===== config.mk =====
export PLATFORM = sky130hd
export DESIGN_NAME = mux_scan_sel
export DESIGN_NICKNAME = d
export VERILOG_FILES = /design/src/rtl/mux_scan_sel.sv
export SDC_FILE = /design/constraint.sdc
export NUM_CORES = 1
export LEC_CHECK = 0
export CAP_MARGIN = 10
export CORE_MARGIN = 4
export CORE_UTILIZATION = 41
export CTS_CLUSTER_DIAMETER = 200
export DETAILED_ROUTE_END_ITERATION = 8
export PLACE_DENSITY = 0.79
export SLEW_MARGIN = 10
export SYNTH_ARGS = -nofsm -noshare
export SYNTH_HDL_FRONTEND = slang
export SYNTH_SLANG_ARGS = --single-unit

===== constraint.sdc =====
create_clock -name Clk -period 2.3 [get_ports Clk]
set_input_delay 0.575 -clock Clk [delete_from_list [all_inputs] [get_ports Clk]]
set_output_delay 0.575 -clock Clk [all_outputs]
set_load 0.05 [all_outputs]

===== src/rtl/mux_scan_sel.sv =====
// rtl/mux_scan_sel.sv - registered N-channel selector with manual select and auto-scan sequencer
module mux_scan_sel #(
  parameter int N_CH  = 8,
  parameter int SEL_W = 3,
  parameter int DWELL = 1
) (
  input  logic             Clk,
  input  logic             Rst,
  input  logic             En,
  input  logic             Mode,
  input  logic [SEL_W-1:0] S,
  input  logic [N_CH-1:0]  D,
  output logic             Y,
  output logic             Yn,
  output logic [SEL_W-1:0] Ch,
  output logic             Frame
);

  localparam int CNT_W = (DWELL > 1) ? $clog2(DWELL) : 1;
  localparam logic [SEL_W-1:0] LAST_CH  = SEL_W'(N_CH - 1);
  localparam logic [CNT_W-1:0] LAST_CNT = CNT_W'(DWELL - 1);
  localparam logic [SEL_W:0]   N_CH_W   = (SEL_W + 1)'(N_CH);

  logic             y_q, y_d;
  logic             yn_q, yn_d;
  logic [SEL_W-1:0] ch_q, ch_d;
  logic             frame_q, frame_d;
  logic [SEL_W-1:0] idx_q, idx_d;
  logic [CNT_W-1:0] cnt_q, cnt_d;
  logic             mode_q, mode_d;

  logic [SEL_W-1:0] scan_idx;
  logic [CNT_W-1:0] scan_cnt;
  logic             last_cnt;
  logic             sel_ok;

  // Next-state: disable blanks the output but freezes the scan position;
  // entering auto from manual/reset starts channel 0 as if idx/cnt were zero.
  always_comb begin
    y_d      = y_q;
    yn_d     = yn_q;
    ch_d     = ch_q;
    frame_d  = 1'b0;
    idx_d    = idx_q;
    cnt_d    = cnt_q;
    mode_d   = mode_q;
    scan_idx = mode_q ? idx_q : '0;
    scan_cnt = mode_q ? cnt_q : '0;
    last_cnt = (scan_cnt == LAST_CNT);
    sel_ok   = ({1'b0, S} < N_CH_W);

    if (En) begin
      y_d  = 1'b0;
      yn_d = 1'b1;
    end else if (!Mode) begin
      y_d    = sel_ok ? D[S] : 1'b0;
      yn_d   = sel_ok ? ~D[S] : 1'b1;
      ch_d   = S;
      idx_d  = '0;
      cnt_d  = '0;
      mode_d = 1'b0;
    end else begin
      y_d     = D[scan_idx];
      yn_d    = ~D[scan_idx];
      ch_d    = scan_idx;
      frame_d = (scan_idx == LAST_CH) && last_cnt;
      mode_d  = 1'b1;
      if (last_cnt) begin
        cnt_d = '0;
        idx_d = (scan_idx == LAST_CH) ? '0 : scan_idx + 1'b1;
      end else begin
        cnt_d = scan_cnt + 1'b1;
        idx_d = scan_idx;
      end
    end
  end

  // State register with synchronous reset to the idle/blank state.
  always_ff @(posedge Clk) begin
    if (Rst) begin
      y_q     <= 1'b0;
      yn_q    <= 1'b1;
      ch_q    <= '0;
      frame_q <= 1'b0;
      idx_q   <= '0;
      cnt_q   <= '0;
      mode_q  <= 1'b0;
    end else begin
      y_q     <= y_d;
      yn_q    <= yn_d;
      ch_q    <= ch_d;
      frame_q <= frame_d;
      idx_q   <= idx_d;
      cnt_q   <= cnt_d;
      mode_q  <= mode_d;
    end
  end

  assign Y     = y_q;
  assign Yn    = yn_q;
  assign Ch    = ch_q;
  assign Frame = frame_q;

endmodule


==> run summary <==
Setup crit end kind: flip-flop
Nets: 99
I/O pin cnt: 21
max cap viols: 0
clk buf depth: 2
Slew Viols, Final: 0
worst-path fanout max: 3
total CTS buffers: 3
Setup Buffers After CTS: 0
Crit path required time: 2440 ps
cell leakage power: 0.315 nW
sequence of cells on the critical path: clkdlybuf4s50_1, mux4_1, mux2_2, o21ai_2, a31oi_1
crit path DAT: 2120 ps
area share of fa/ha/maj cells after synthesis: 0.0441
mux contribution to synthesized area: 0.170
cts hold-fix bufs: 0
final period utilization: 0.862
Compound-Gate Fraction of Synth Area: 0.181
row count: 13
wire per inst: 12.5 um
drt first-iter violations: 9
Setup TNS: 0 ps
vias in the first global route: 471
Synth Area in XOR/XNOR: 0
overall power: 0.000421 W
Starting Density: 0.437
startpoint types: input pin
ANT cells: 0
initial antenna violation count: 0
maximum vdd drop: 0.418 mV
# port buffers: 20
die height: 45.2 um
cell count after synthesis: 62
Root Buffer: clkbuf_4
yosys warns: 0
Area growth syn-to-layout: 41.0%
Post-CTS Resized: 0
Tmin final: 1980 ps
drt pass-1 iters: 4
Via density: 5.21
via count: 500
Synthesized Nets: 79
TritonCTS Sinks: 10
Hold Crit Class: reg2reg
CP max stage cell: mux4_1
insertion delay to the later sink of the worst-skew pair: 260 ps
Seq/Total Area, Yosys: 0.352
DRC viols: 0
post-synthesis cell area: 568 um2
Yosys top cell by area: dfxtp_1
first-pass GRT wire length: 2060 um
H-tree Lvls: 1
Worst Skew: 8.91 ps
largest family of logic cells by synthesized area: simple AND/OR/NAND/NOR gates
antenna viol nets, final: 0
cell area after layout: 801 um2
die area: 2040 um2
placed cell areas: 764 um2
synth top area cells: dfxtp_1, mux4_1, a21oi_1, nor2_1, ha_1
fmax: 504 MHz
RD Place Congestion: 0.802
R2R setup slack: 940 ps
fin util: 0.615
Max-slew headroom: 0.673
CTS tree: yes
synthesized flop and latch total: 10
WS Path Type: in2reg
worst slew pin tran: 489 ps
Critical Path Max Stage Delay: 560 ps
clock-pin slew on the worst setup and hold paths: 70 ps
post-synthesis simple-gate area fraction: 0.207
final setup vio count: 0
post-DP HPWL: 1000 um
post-synthesis area per instance: 9.16 um2
final wirelength: 1200 um
die width: 45.2 um
All-Layer GR Usage: 0.138
Synth top area share: 0.352
Power Density: 526 nW/um2
status: finished clean
share of cells above drive strength 1: 0.0988
pin count of the biggest net entering global routing: 13
Hold Fails Final Rpt: 0
RSZ-0062 raised after global routing: false
Core Box Area: 1300 um2
Yosys cell types: 26
gr ovfl total: 0
[power by group]
group          internal, W  switching (W)  leakage (nW)
registers         0.000179     0.00000545        0.0816
logic            0.0000452      0.0000380         0.212
clock network    0.0000959      0.0000573        0.0210
[sequential cells by signal, summed over array words and instances, names as in the netlist]
register  cells
idx_q         3
Y             1
Ch            3
mode_q        1
Frame         1
Yn            1
[metal layers]
metal	vias to the layer above	part of all wire	track usage	wire length, um
met2	12	0.52	0.226	626
met5	-	0	0	0
met1	223	0.41	0.175	493
li1	265	-	-	-
met4	0	0	0	0
met3	0	0.067	0.0677	81
[through the flow]
| step | hold WS (ps) | instances | worst slack [ps] |
|---|---|---|---|
| finish | 503 | 96 | 317 |
| global route | 540 | 96 | 279 |
| CTS | 511 | 96 | 317 |
| detailed placement | 494 | 92 | 39.4 |
| global placement | 471 | 92 | 86.7 |
| floorplan | 544 | 62 | 660 |
[cell families (layout without fill, tap and decap cells)]
logic type	count (synthesis)	in the layout
flops	10	10
buf+inv	6	25
simple gates	23	23
compound gates	16	16
mux	5	5
fa+ha+maj	2	2
[synth_stat cells (all sizes together)]
master  instances
a21oi           7
a22oi           3
a31o            1
a31oi           1
and2            2
and3            1
buf             3
clkbuf          2
dfxtp          10
ha              2
inv             1
mux2            1
mux2i           1
mux4            3
nand2           2
nand2b          3
nand3           3
nor2            8
nor2b           2
nor3b           1
o21a            1
o21ai           1
o22ai           1
o31ai           1
or2b            1
[cell type report]
cell class | instances | area (um2)
fillers | 125 | 500
multi-input cells | 46 | 342
flip-flops and latches | 10 | 200
repair buffers | 20 | 200
clock buffers | 4 | 36.3
well taps | 15 | 18.8
inverters | 1 | 3.75
[critical path, delay by kind of cell]
family	cells	cell delay (ps)
buf+inv	1	530
compound gates	2	180
mux	2	840
[path summary, 6_finish.rpt]
| path | cells after the start | from | end |
|---|---|---|---|
| worst min-delay path | 2 | Ch[1] | Ch[1] |
| worst max-delay path | 5 | S[0] | Y |
| worst max register to register | 5 | idx_q[1] | idx_q[2] |
| worst min register to register | 2 | Ch[1] | Ch[1] |
[cell usage in the layout, fill, tap and decap left out, types with 3 or more instances in the layout]
master and n:
a21oi_1 7, a22oi_1 3, clkbuf_4 3, clkdlybuf4s50_1 20, dfxtp_1 10, nand2b_1 3
nand3_1 3, nor2_1 8
Power figures use the tool's default switching activity.
